--- src/rtl/ksa_multiword_seq.sv ---
// Multi-word add/subtract sequencer: one 32-bit Kogge-Stone adder reused once per word,
// least significant word first, with the carry chained through a register.
`timescale 1ns/1ps
module ksa_multiword_seq #(
  parameter int NWORDS = 4
) (
  input  logic                   clk,
  input  logic                   rst_n,
  input  logic                   start_valid,
  output logic                   start_ready,
  input  logic [NWORDS*32-1:0]   op_a,
  input  logic [NWORDS*32-1:0]   op_b,
  input  logic                   sub,
  input  logic                   cin,
  input  logic                   flush,
  output logic                   res_valid,
  input  logic                   res_ready,
  output logic [NWORDS*32-1:0]   result,
  output logic                   carry_out,
  output logic                   overflow,
  output logic                   busy
);

  localparam int W  = NWORDS * 32;
  localparam int IW = (NWORDS > 1) ? $clog2(NWORDS) : 1;
  localparam logic [IW-1:0] LAST = IW'(NWORDS - 1);

  typedef enum logic [1:0] {IDLE, RUN, DONE} state_t;
  state_t state, state_nxt;

  logic [IW-1:0] idx;
  logic          carry_r;
  logic          sub_r;
  logic [W-1:0]  a_r;
  logic [W-1:0]  b_r;
  logic [31:0]   a_w;
  logic [31:0]   b_w;
  logic [31:0]   sum_w;
  logic          cout_w;

  // Kogge-Stone prefix adder; the carry-in is folded into bit 0's generate so the
  // prefix tree directly yields every carry including the one out of bit 31.
  function automatic logic [32:0] ksa32(input logic [31:0] a, input logic [31:0] b,
                                        input logic ci);
    logic [31:0] g, p, gn, pn;
    g    = a & b;
    p    = a ^ b;
    g[0] = g[0] | (p[0] & ci);
    for (int d = 1; d < 32; d = d * 2) begin
      gn = g;
      pn = p;
      for (int i = d; i < 32; i++) begin
        gn[i] = g[i] | (p[i] & g[i-d]);
        pn[i] = p[i] & p[i-d];
      end
      g = gn;
      p = pn;
    end
    ksa32 = {g[31], (a ^ b) ^ {g[30:0], ci}};
  endfunction

  assign a_w = a_r[{idx, 5'b0} +: 32];
  assign b_w = b_r[{idx, 5'b0} +: 32] ^ {32{sub_r}};
  assign {cout_w, sum_w} = ksa32(a_w, b_w, carry_r);

  assign start_ready = (state == IDLE);
  assign res_valid   = (state == DONE);
  assign busy        = (state != IDLE);

  always_ff @(posedge clk or negedge rst_n) begin
    if (!rst_n) state <= IDLE;
    else        state <= state_nxt;
  end

  always_comb begin
    state_nxt = state;
    case (state)
      IDLE:    if (start_valid) state_nxt = RUN;
      RUN:     if (flush) state_nxt = IDLE;
               else if (idx == LAST) state_nxt = DONE;
      DONE:    if (res_ready) state_nxt = IDLE;
      default: state_nxt = IDLE;
    endcase
  end

  always_ff @(posedge clk or negedge rst_n) begin
    if (!rst_n) begin
      idx       <= '0;
      carry_r   <= 1'b0;
      sub_r     <= 1'b0;
      a_r       <= '0;
      b_r       <= '0;
      result    <= '0;
      carry_out <= 1'b0;
      overflow  <= 1'b0;
    end else begin
      case (state)
        IDLE: begin
          if (start_valid) begin
            a_r     <= op_a;
            b_r     <= op_b;
            sub_r   <= sub;
            carry_r <= sub | cin;
            idx     <= '0;
            result  <= '0;
          end
        end
        RUN: begin
          // Abort wins over completion so a flushed operation never reaches DONE.
          if (flush) begin
            idx       <= '0;
            result    <= '0;
            carry_out <= 1'b0;
            overflow  <= 1'b0;
          end else begin
            result[{idx, 5'b0} +: 32] <= sum_w;
            carry_r                   <= cout_w;
            if (idx == LAST) begin
              carry_out <= cout_w;
              overflow  <= (a_w[31] == b_w[31]) & (sum_w[31] != a_w[31]);
            end else begin
              idx <= idx + 1'b1;
            end
          end
        end
        default: ;
      endcase
    end
  end

endmodule
--- config.mk ---
export PLATFORM = sky130hd
export DESIGN_NAME = ksa_multiword_seq
export DESIGN_NICKNAME = d
export VERILOG_FILES = /design/src/rtl/ksa_multiword_seq.sv
export SDC_FILE = /design/constraint.sdc
export NUM_CORES = 1
export LEC_CHECK = 0
export CAP_MARGIN = 20
export CORE_MARGIN = 5
export CORE_UTILIZATION = 25
export CTS_CLUSTER_SIZE = 24
export DETAILED_ROUTE_END_ITERATION = 16
export HOLD_SLACK_MARGIN = 0.1
export PLACE_DENSITY = 0.49
export SETUP_SLACK_MARGIN = 0.15
export SLEW_MARGIN = 20
export SYNTH_ARGS = -nofsm -noshare
export SYNTH_HDL_FRONTEND = slang
export SYNTH_SLANG_ARGS = --single-unit
--- constraint.sdc ---
create_clock -name clk -period 3.8 [get_ports clk]
set_input_delay 0.95 -clock clk [delete_from_list [all_inputs] [get_ports clk]]
set_output_delay 0.95 -clock clk [all_outputs]
set_load 0.01 [all_outputs]
==> After elaboration in Yosys (flattened, before gate mapping) <==
Cells that the tools add are included.
{ "word_totals": {"regBits": 392, "input_bits": 263, "output_inout_bits": 133} }
{ "op_classes": {"add_sub_neg": 2, "n_eq_ne": 10, "n_shift": 4, "mux": 20, "bitwise_logic": 364, "n_reduce_logical": 10} }
{ "ops": {"columns": ["cell", "count"], "rows": [
  ["$mux W128", 2],
  ["$pmux W128 S2", 1],
  ["$shiftx A128 B8 Y32", 2],
  ["$and A1 B1 Y1", 229],
  ["$or A1 B1 Y1", 131],
  ["$bwmux W128", 1],
  ["$shift A32 B9 Y128 const A", 1],
  ["$shiftx A32 B9 Y128", 1],
  ["$xor A32 B32 Y32", 3],
  ["$and A32 B32 Y32", 1],
  ["$mux W2", 7],
  ["$neg A7 Y9", 1],
  ["$reduce_and A3 Y1", 3],
  ["$mux W1", 6],
  ["$ne A3 B3 Y1 const B", 2],
  ["$pmux W2 S3", 1],
  ["$reduce_and A2 Y1", 3],
  ["$reduce_bool A2 Y1", 3],
  ["$eq A2 B2 Y1 const B", 2],
  ["$ne A2 B2 Y1 const B", 2],
  ["$pmux W2 S2", 1],
  ["$add A2 B1 Y2 const B", 1],
  ["$eq A2 B1 Y1 const B", 1],
  ["$logic_not A2 Y1", 1],
  ["4 further kinds", 4]
]} }

==> Logic depth before layout (Yosys ltp) <==
Gate-level depths: netlist of run 1.
{ "logic_depth": {"ltp_word": 18, "ltp_mapped": 15, "ltp_nobuf": 13} }

==> Worst setup path after synthesis of run 1 <==
No wires, ideal clock.
{ "synth_timing": {"path_type": "register -> register", "start": "register idx[0]", "end": "register result[125]", "setup_time_ps": 121, "arrival_ps": 3885, "required_time_ps": 3679, "slack_ps": -206, "stages_incl_launch_ff": 15, "n_path_buf": 4, "synth_period_minus_slack_ps": 4006, "path_cell_list": "dfrtp_1 buf_2 buf_2 buf_1 mux4_2 ha_1 buf_2 a21o_1 a221oi_1 o21a_1 nand3_1 a21oi_2 mux2i_1 a311o_1 a22o_1"} }
{ "synth_via": {"elab_chain_len": 18, "word_cells_on_any_way": 356} }
{ "synth_lines": {"columns": ["element", "line", "text"], "rows": [
  ["from (decl)", "31", "logic [IW-1:0] idx;"],
  ["from (signal assigned)", "122", "idx <= idx + 1'b1;"],
  ["$shiftx A128 B8 Y32", "63", "assign b_w = b_r[{idx, 5'b0} +: 32] ^ {32{sub_r}};"],
  ["$xor A32 B32 Y32", "63", null],
  ["$xor A32 B32 Y32", "47, 59", null],
  ["$and A1 B1 Y1", "48", "g[0] = g[0] | (p[0] & ci);"],
  ["$or A1 B1 Y1", "48", null],
  ["$and A1 B1 Y1", "53", "gn[i] = g[i] | (p[i] & g[i-d]);"],
  ["$or A1 B1 Y1", "53", null],
  ["$and A1 B1 Y1", "53", null],
  ["[2 not listed]", null, null],
  ["$or A1 B1 Y1", "53", null],
  ["$and A1 B1 Y1", "53", null],
  ["$or A1 B1 Y1", "53", null],
  ["$xor A32 B32 Y32", "59", "ksa32 = {g[31], (a ^ b) ^ {g[30:0], ci}};"],
  ["$shiftx A32 B9 Y128", "116", "result[{idx, 5'b0} +: 32] <= sum_w;"],
  ["$bwmux W128 (*)", "116", null],
  ["$mux W128 (*)", "110", "if (flush) begin"],
  ["$pmux W128 S2 (*)", "97", "case (state)"],
  ["to (signal, indexed assignment)", "116", null],
  ["to (decl)", "18", "output logic [NWORDS*32-1:0] result,"]
]} }
Every way passes the cells marked *; elsewhere a longest branch is shown, timed or not.
A chain may end at the register's enable or synchronous reset.

==> Worst setup path after layout of run 1 <==
{ "layout_timing": {"start": "register idx[0]", "end": "register result[30]"} }
Same word-level chain as after synthesis.

==> impl_metrics.ini, run 1 <==
[global_routing]
grt_overflow = 0
grt_max_degree = 144
grt_pass1_vias = 15600
antenna_found_initial = 3
grt_pass1_wl_mm = 99.5
grt_usage_pct = 16.7

[detailed_routing]
num_vias = 15000
ant_nets = 0
drt_iter0_drc = 1020
topRoutingLayerUsed = met5
wl_mm = 67.4
wl_met3_mm = 3.65
wl_met2_mm = 33.3
via_per_inst = 4.60
first_pass_iters = 5
drcViolationCount = 0
wl_met1_mm = 28.2
wl_per_cell_um = 20.6

[yosys]
synth_edf_count = 0
netlist_top_cells_area = dfrtp_1 54%, nand2_1 17%, mux4_2 8.0%
ys_seq_elements = 392
syn-mean-instance-area_sq_um = 9.97
ys_types = 58
seq_area_frac_synth_pct = 54.2
async_reset_ff_share_pct = 100
ys_warn_count = 0
synth_most_common_cell = nand2_1
syn_inst = 1814
synth_top_area_cell = dfrtp_1
yosys_most_used_dff = dfrtp_1
synthesis.nets = 2114
synthTopCellsByCount = 816 x nand2_1, 392 x dfrtp_1, 109 x a22o_1, 86 x clkbuf_1, 64 x mux4_2
synth_top_area_share_pct = 54.2
netlist_area_sq_um = 18100

[setup_path]
cp_common_cell = buf_4
crit_arrival_ns = 4.22
worstPathCellList = buf_4 -> buf_16 -> buf_4 -> mux4_2 -> xor2_1 -> ha_1 -> a21o_1 -> a31oi_1 -> or3b_1 -> o22ai_2 -> buf_6 -> o2111ai_4 -> xor2_4 -> a22o_1
slowest_delay_ns = 0.51
critPathCaptureType = flop
cpLargestDelayFamily = compound AO/OA/AOI/OAI gates
cp_data_required_time_ns = 4.26
path_max_fanout = 15
crit_type = flop to flop
crit_path_start_kind = flop
cpMaxStageDelayCell = dfrtp_4
crit_buf_inv = 4

[placement]
port_buffers = 395
place.gp.congestion = 0.896
placed_cells = 3142
place_area_sq_um = 23700
place_hpwl_mm = 50.9

[finish]
fillers = 7189
seqCellArea_sq_um = 9820
multi_input_area_sq_um = 8200
stdcell_area_sq_um = 25900
finish.net_count = 2584
synthToLayoutAreaGrowth_pct = 43.5
fin_cells = 3266
fin_util_pct = 36.2
drive_above_1_share_pct = 15.1

[clock_tree]
clock_latency_ns = 0.57
cts_tree = done
numCtsBuffers = 45
holdBufCountCts = 0
clockBufferDepth = 3
clock_sinks = 392
cts_root_buffer = clkbuf_16
htreeDepth = 2
path_clk_slew_ns = 0.06

[timing]
fin_crit_sh_pct = 99.1
hold_viol = 0
setup_viol = 0
relSlewSlack_pct = 50.1
slew_violations = 0
hold_ws_ns = 0.387
fmax_mhz = 266
fin_worst_skew_ns = 0.0240
rsz0062_at_grt = yes
min_period_ns = 3.77
worst_pin_slew_ns = 0.748

[floorplan]
die_h_um = 279
dieArea_sq_um = 77800
rows = 98
io_pins = 396
dieWidth_um = 279
coreArea_sq_um = 71600
initial_core_util_pct = 25.3

[power_and_ir_drop]
power_leakage_nw = 12.2
power.density_nw_per_um2 = 713
vdd_drop_max_v = 0.000345

[outcome]
outcome = finished, final reports clean

[min_path]
hp-class = input pin to async pin

[job]
max_cap_violations = 0
==> sequential cells by signal, indices dropped and copies added, names as in the netlist <==
| register | count |
|---|---|
| a_r | 128 |
| b_r | 128 |
| carry_out | 1 |
| carry_r | 1 |
| idx | 2 |
| overflow | 1 |
| result | 128 |
| state | 2 |
| sub_r | 1 |
==> stage by stage <==
step                worst slack [ns]  total power (W)  setup TNS [ns]
finish                        0.0347           0.0185               0
global route                 -0.0724           0.0196          -0.516
CTS                           0.0161           0.0179               0
detailed placement           -0.0720           0.0133          -0.678
global placement             -0.0383           0.0132          -0.307
floorplan                      0.150          0.00955               0
==> path summary, 6_finish.rpt <==
kind | from | slack (ns) | cells after the start | end
worst max-delay path | idx[0] | 0.03 | 14 | result[30]
worst min-delay path | rst_n | 0.39 | 1 | result[108]
worst max register to register | idx[0] | 0.03 | 14 | result[30]
worst min register to register | a_r[67] | 0.47 | 2 | a_r[67]
max in group asynchronous | rst_n | 2.37 | 2 | result[34]
min in group clk | a_r[67] | 0.47 | 2 | a_r[67]
==> metal layers <==
layer / up-vias / global-route usage (%)
met5: - / 0
met4: 4 / 5.73
met3: 108 / 3.44
met2: 426 / 28.6
met1: 7447 / 21.1
li1: 7028 / -
==> where the power goes <==
part	internal, W	total, W	switching (W)
Sequential	0.00492	0.00536	0.000440
Combinational	0.00388	0.00887	0.00500
Clock	0.00252	0.00427	0.00175
==> repair_timing <==
item,4_1_cts,5_1_grt
pin swaps,7,53
resized for setup,21,71
buffers inserted,8,37
endpoints found under the setup margin,75,95
==> worst reg2reg max path, cell delays in order, from the launching register on <==
cell and delay, ns:
dfrtp_4 0.51, buf_4 0.16, buf_16 0.15, buf_4 0.15
mux4_2 0.50, xor2_1 0.18, ha_1 0.30, a21o_1 0.22
a31oi_1 0.16, or3b_1 0.38, o22ai_2 0.21, buf_6 0.15
o2111ai_4 0.14, xor2_4 0.21, a22o_1 0.21
==> cell families after synthesis <==
logic type | synth area share, %
compound gates | 10.2
simple gates | 19.2
xor+xnor | 2.81
fa+ha+maj | 2.64
mux | 8.14
flops | 54.2
buf+inv | 2.75
==> cells in the final DEF (no fill, tap or decap), types with 18 or more instances in the layout <==
cell type	count
xor2_1	39
nand2_1	815
buf_4	119
a21oi_1	25
nor2_1	19
ha_1	31
dfrtp_1	389
clkbuf_16	46
clkdlybuf4s50_1	394
mux4_2	64
a22o_1	109
o21ai_0	18
==> cell type report <==
class	instances	share of cell area, %
flip-flops and latches	392	37.8
well taps	950	4.58
clock buffers	64	5.04
diodes	2	0.0193
repair buffers	537	20.2
multi-input cells	1293	31.6
inverters	15	0.217
clock inverters	13	0.530
Note: power is estimated with default switching activity, not from simulation.
==> inputs of run 2 (changes only) <==
--- a/config.mk
+++ b/config.mk
@@ -6,14 +6,13 @@
 export NUM_CORES = 1
 export LEC_CHECK = 0
 export CAP_MARGIN = 20
-export CORE_MARGIN = 5
 export CORE_UTILIZATION = 25
 export CTS_CLUSTER_SIZE = 24
 export DETAILED_ROUTE_END_ITERATION = 16
 export HOLD_SLACK_MARGIN = 0.1
 export PLACE_DENSITY = 0.49
 export SETUP_SLACK_MARGIN = 0.15
-export SLEW_MARGIN = 20
+export SLEW_MARGIN = 30
 export SYNTH_ARGS = -nofsm -noshare
 export SYNTH_HDL_FRONTEND = slang
 export SYNTH_SLANG_ARGS = --single-unit
==> run 2 against run 1 <==
Net effect: die area down 5.7%; critical path depth is 1 higher; final cell count hardly changed; count of clock-buffer cells in the layout rose by 4; core utilization hardly changed; global-route usage up 0.94 points; clock skew is 0.0023 ns lower; largest cell class unchanged; design area about the same; sequential power barely moved; maximum frequency grew 0.96%; via count shrank 0.33%.
==> impl_metrics.ini, run 2 (synthesis gave the netlist of run 1 again) <==
[detailed_routing]
drt_iter0_drc = 852
first_pass_iters = 5
ant_nets = 0
wl_mm = 65.3
via_per_inst = 4.58
num_vias = 15000
drcViolationCount = 0
wl_per_cell_um = 20.0

[power_and_ir_drop]
finalPower_w = 0.0188
swShare_pct = 38.9
internal_power_w = 0.0115
vdd_drop_max_v = 0.000374
power_frac_seq_pct = 28.4
power.density_nw_per_um2 = 726
switching_power_w = 0.00733
pwr-share-comb_pct = 47.9
clkPwrFrac_pct = 23.6
power_leakage_nw = 12.2

[timing]
fmax_mhz = 268
worst_pin_slew_ns = 0.903
hold_viol = 0
min_period_ns = 3.73
relSlewSlack_pct = 39.7
setup_viol = 0
rsz0062_at_grt = yes
fin_worst_skew_ns = 0.0217
fin_crit_sh_pct = 98.1
slew_violations = 0

[clock_tree]
holdBufCountCts = 0
cts_tree = done
cts_root_buffer = clkbuf_16
clock_sinks = 392
clock_latency_ns = 0.59
numCtsBuffers = 47
clockBufferDepth = 3
path_clk_slew_ns = 0.07
htreeDepth = 2

[finish]
finish.net_count = 2579
stdcell_area_sq_um = 25900
fin_util_pct = 36.3
fillers = 7123
layout_commonest_cell = nand2_1
largest_registers = a_r x128, b_r x128, result x128
synthToLayoutAreaGrowth_pct = 43.4
multi_input_area_sq_um = 8110
layout_common_cells = 815 x nand2_1, 394 x clkdlybuf4s50_1, 389 x dfrtp_1
drive_above_1_share_pct = 14.6
seqCellArea_sq_um = 9820

[setup_path]
crit_type = flop to flop
crit_path_start_kind = flop
cp_data_required_time_ns = 4.26
critPathCaptureType = flop
crit_arrival_ns = 4.19
path_max_fanout = 7

[floorplan]
io_pins = 396
rows = 98
initial_core_util_pct = 25.3
coreArea_sq_um = 71500
dieArea_sq_um = 73400
dieWidth_um = 271
die_h_um = 271

[global_routing]
grt_max_degree = 138
grt_overflow = 0
antenna_found_initial = 6
grt_pass1_wl_mm = 97.7
grt_pass1_vias = 15800
grt_usage_pct = 17.6

[placement]
place.gp.congestion = 0.851
port_buffers = 395
place_hpwl_mm = 49.7
place_area_sq_um = 23900

[outcome]
outcome = finished, final reports clean

[min_path]
hp-class = input pin to async pin

[job]
max_cap_violations = 0
run 2: cell count changes in the layout (fill, tap and decap cells not counted), sizes merged:
| cell | change |
|---|---|
| bufinv | -1 |
| clkinv | +3 |
| clkinvlp | -1 |
| clkbuf | +5 |
| buf | -8 |
| diode | +2 |
| inv | +1 |
run 2: per-stage QoR:
step / worst slack [ns] / std cells / TNS (ns) / hold slack, ns
finish: 0.0707 / 3267 / 0 / 0.350
global route: -0.0670 / 3265 / -0.746 / 0.401
CTS: 0.0500 / 3256 / 0 / 0.374
detailed placement: -0.0537 / 3160 / -0.749 / 0.459
global placement: 0.00432 / 3160 / 0 / 0.453
floorplan: 0.150 / 1814 / 0 / 0.440
run 2: critical path: stages, from the launching register on:
cell	delay, ns
dfrtp_4	0.54
buf_6	0.16
clkbuf_16	0.17
buf_4	0.13
mux4_2	0.46
ha_1	0.34
buf_4	0.17
nand2_1	0.15
nor3_2	0.08
buf_4	0.15
a2111oi_4	0.38
o21ai_2	0.16
a221oi_4	0.32
buf_4	0.17
xor2_1	0.16
o31ai_1	0.08
run 2: final timing paths:
kind	end	slack, ns	cells after the start	from
max	overflow	0.07	15	idx[0]
min	result[99]	0.35	1	rst_n
max reg2reg	overflow	0.07	15	idx[0]
min reg2reg	a_r[103]	0.47	2	a_r[103]
max in group asynchronous	a_r[3]	2.34	3	rst_n
min in group clk	a_r[103]	0.47	2	a_r[103]
run 2: layout make-up:
class                           instances  area share (%)
Antenna cell                            4          0.0386
Clock buffer                           68            5.39
Clock inverter                         15           0.531
Inverter                               15           0.217
Multi-Input combinational cell       1293            31.3
Sequential cell                       392            37.9
Tap cell                              950            4.58
Timing Repair Buffer                  530            20.1
run 2: per-layer routing:
metal | track usage, % | wire length (um) | vias to the layer above
li1 | - | - | 7022
met1 | 21.4 | 26900 | 7441
met4 | 7.27 | 2300 | 6
met2 | 30.3 | 32700 | 398
met5 | 0 | 39 | -
met3 | 3.65 | 3380 | 97
run 2: what timing repair did:
action | 4_1_cts | 5_1_grt
pin swaps | 12 | 22
setup buffers | 13 | 6
endpoints found under the hold margin | 0 | 0
endpoints found under the setup margin | 76 | 91
resized for setup | 18 | 54
gates cloned | 0 | 1
run 2: power by group through the flow:
stage                     Combinational, W  Clock (W)  Sequential (W)
after detailed placement           0.00832          0         0.00543
final                              0.00903    0.00445         0.00535
after CTS                          0.00863    0.00458         0.00536
after global placement             0.00822          0         0.00540
after floorplan                    0.00424          0         0.00531
after global routing               0.00975    0.00474         0.00545
==> inputs of run 3 (changes only) <==
--- a/config.mk
+++ b/config.mk
@@ -16,3 +16,4 @@
 export SYNTH_ARGS = -nofsm -noshare
 export SYNTH_HDL_FRONTEND = slang
 export SYNTH_SLANG_ARGS = --single-unit
+export TNS_END_PERCENT = 20
==> run 3 against run 2 <==
Net effect: design area shrank 0.36%; clock power is essentially flat; clock skew is essentially flat; worst setup slack gained 0.0051 ns; critical path depth shrank 2; register-to-register slack is essentially flat; final cell count is essentially flat; maximum frequency grew 0.14%; global-route usage is essentially flat; sequential share of layout area grew 0.14 points; non-clock buffer count is the same; flip-flop and latch count is the same; critical endpoint unchanged; largest cell class unchanged.
==> impl_metrics.ini, run 3 (synthesis gave the netlist of run 1 again) <==
[power_and_ir_drop]
vdd_drop_max_v = 0.000373
power.density_nw_per_um2 = 723
switching_power_w = 0.00724
pwr-share-comb_pct = 47.5
clkPwrFrac_pct = 23.9
power_frac_seq_pct = 28.7
swShare_pct = 38.8
internal_power_w = 0.0114
power_leakage_nw = 12.2

[timing]
fin_worst_skew_ns = 0.0214
fmax_mhz = 269
worst_pin_slew_ns = 0.903
fin_setup_tns_ns = 0
relSlewSlack_pct = 39.7
setup_viol = 0
min_period_ns = 3.72
hold_viol = 0
rsz0062_at_grt = yes
fin_crit_sh_pct = 98.0
slew_violations = 0
worst_slack_ns = 0.0758

[floorplan]
rows = 98
dieWidth_um = 271
initial_core_util_pct = 25.3
dieArea_sq_um = 73400
die_h_um = 271
io_pins = 396
coreArea_sq_um = 71500

[clock_tree]
cts_tree = done
clockBufferDepth = 3
clock_latency_ns = 0.59
clock_sinks = 392
numCtsBuffers = 47
holdBufCountCts = 0
path_clk_slew_ns = 0.07
cts_root_buffer = clkbuf_16
htreeDepth = 2

[finish]
layout_commonest_cell = nand2_1
stdcell_area_sq_um = 25800
drive_above_1_share_pct = 14.1
synthToLayoutAreaGrowth_pct = 42.9
finish.net_count = 2579
largest_registers = a_r x128, b_r x128, result x128
multi_input_area_sq_um = 8040
fillers = 7125
seqCellArea_sq_um = 9820
layout_common_cells = 815 x nand2_1, 394 x clkdlybuf4s50_1, 389 x dfrtp_1

[setup_path]
path_max_fanout = 9
crit_arrival_ns = 4.19
critPathCaptureType = flop
cp_data_required_time_ns = 4.26
crit_path_start_kind = flop
crit_type = flop to flop

[global_routing]
grt_pass1_vias = 15800
grt_max_degree = 138
antenna_found_initial = 6
grt_overflow = 0
grt_usage_pct = 17.6
grt_pass1_wl_mm = 97.7

[job]
max_cap_violations = 0

[placement]
port_buffers = 395
place_hpwl_mm = 49.7
post-place-ws_ns = -0.0537
place.gp.congestion = 0.851
place_area_sq_um = 23900

[detailed_routing]
wl_per_cell_um = 20.0
drt_iter0_drc = 856
drcViolationCount = 0
via_per_inst = 4.58
wl_mm = 65.2
first_pass_iters = 5
num_vias = 15000
ant_nets = 0

[min_path]
hp-class = input pin to async pin

[outcome]
outcome = finished, final reports clean
## run 3: cell types whose count changed in the layout (fill, tap and decap cells not counted), sizes merged
| cell | previous run | this run |
|---|---|---|
| diode | 4 | 3 |
## run 3: path summary, 6_finish.rpt
kind | slack, ns | cells past startpoint | to | start
worst min-delay path | 0.36 | 1 | result[99] | rst_n
worst max-delay path | 0.08 | 13 | overflow | idx[0]
worst min register to register | 0.47 | 2 | a_r[103] | a_r[103]
max in group asynchronous | 2.35 | 3 | a_r[75] | rst_n
min in group clk | 0.47 | 2 | a_r[103] | a_r[103]
worst max register to register | 0.08 | 13 | overflow | idx[0]
## run 3: worst max-delay path: stages, from the launching register on
cell and delay [ns]:
dfrtp_4 0.48, buf_6 0.19, buf_4 0.16, mux4_2 0.53
xor2_1 0.41, ha_1 0.40, and3_1 0.25, nand2_1 0.09
o21ai_0 0.09, a21o_1 0.22, a221oi_4 0.35, buf_4 0.17
xor2_1 0.15, o31ai_1 0.08
## run 3: layer usage
layer | track usage [%] | wire [um]
met5 | 0 | 39
met4 | 7.27 | 2300
met3 | 3.65 | 3450
met2 | 30.3 | 32600
met1 | 21.3 | 26800
## run 3: what timing repair did
item	in CTS	in global routing
setup endpoints to repair	76	91
resized for setup	16	35
setup buffers	13	6
pin swaps	11	14
gates cloned	0	1
## run 3: layout make-up
type	count	area share, %
sequential	392	38.0
multi-input combinational	1293	31.1
timing repair buffer	530	20.1
clock buffer	68	5.40
tap	950	4.60
clock inverter	15	0.533
inverter	15	0.218
antenna	3	0.0291
## run 3: stage by stage
| stage | instances | util (%) | hold WS (ns) | power, W |
|---|---|---|---|---|
| 2_1_floorplan | 1814 | - | 0.440 | 0.00955 |
| 3_3_place_gp | 3160 | 33.4 | 0.453 | 0.0136 |
| 3_5_place_dp | 3160 | 33.4 | 0.459 | 0.0138 |
| 4_1_cts | 3256 | 35.9 | 0.374 | 0.0186 |
| 5_1_grt | 3265 | 36.1 | 0.401 | 0.0198 |
| 6_report | 3266 | 36.1 | 0.358 | 0.0187 |
## run 3: power by group through the flow
| stage | registers [W] | logic (W) | clock network (W) |
|---|---|---|---|
| final | 0.00535 | 0.00886 | 0.00445 |
| after global routing | 0.00545 | 0.00959 | 0.00474 |
| after CTS | 0.00536 | 0.00861 | 0.00458 |
| after detailed placement | 0.00543 | 0.00832 | 0 |
| after global placement | 0.00540 | 0.00822 | 0 |
| after floorplan | 0.00531 | 0.00424 | 0 |
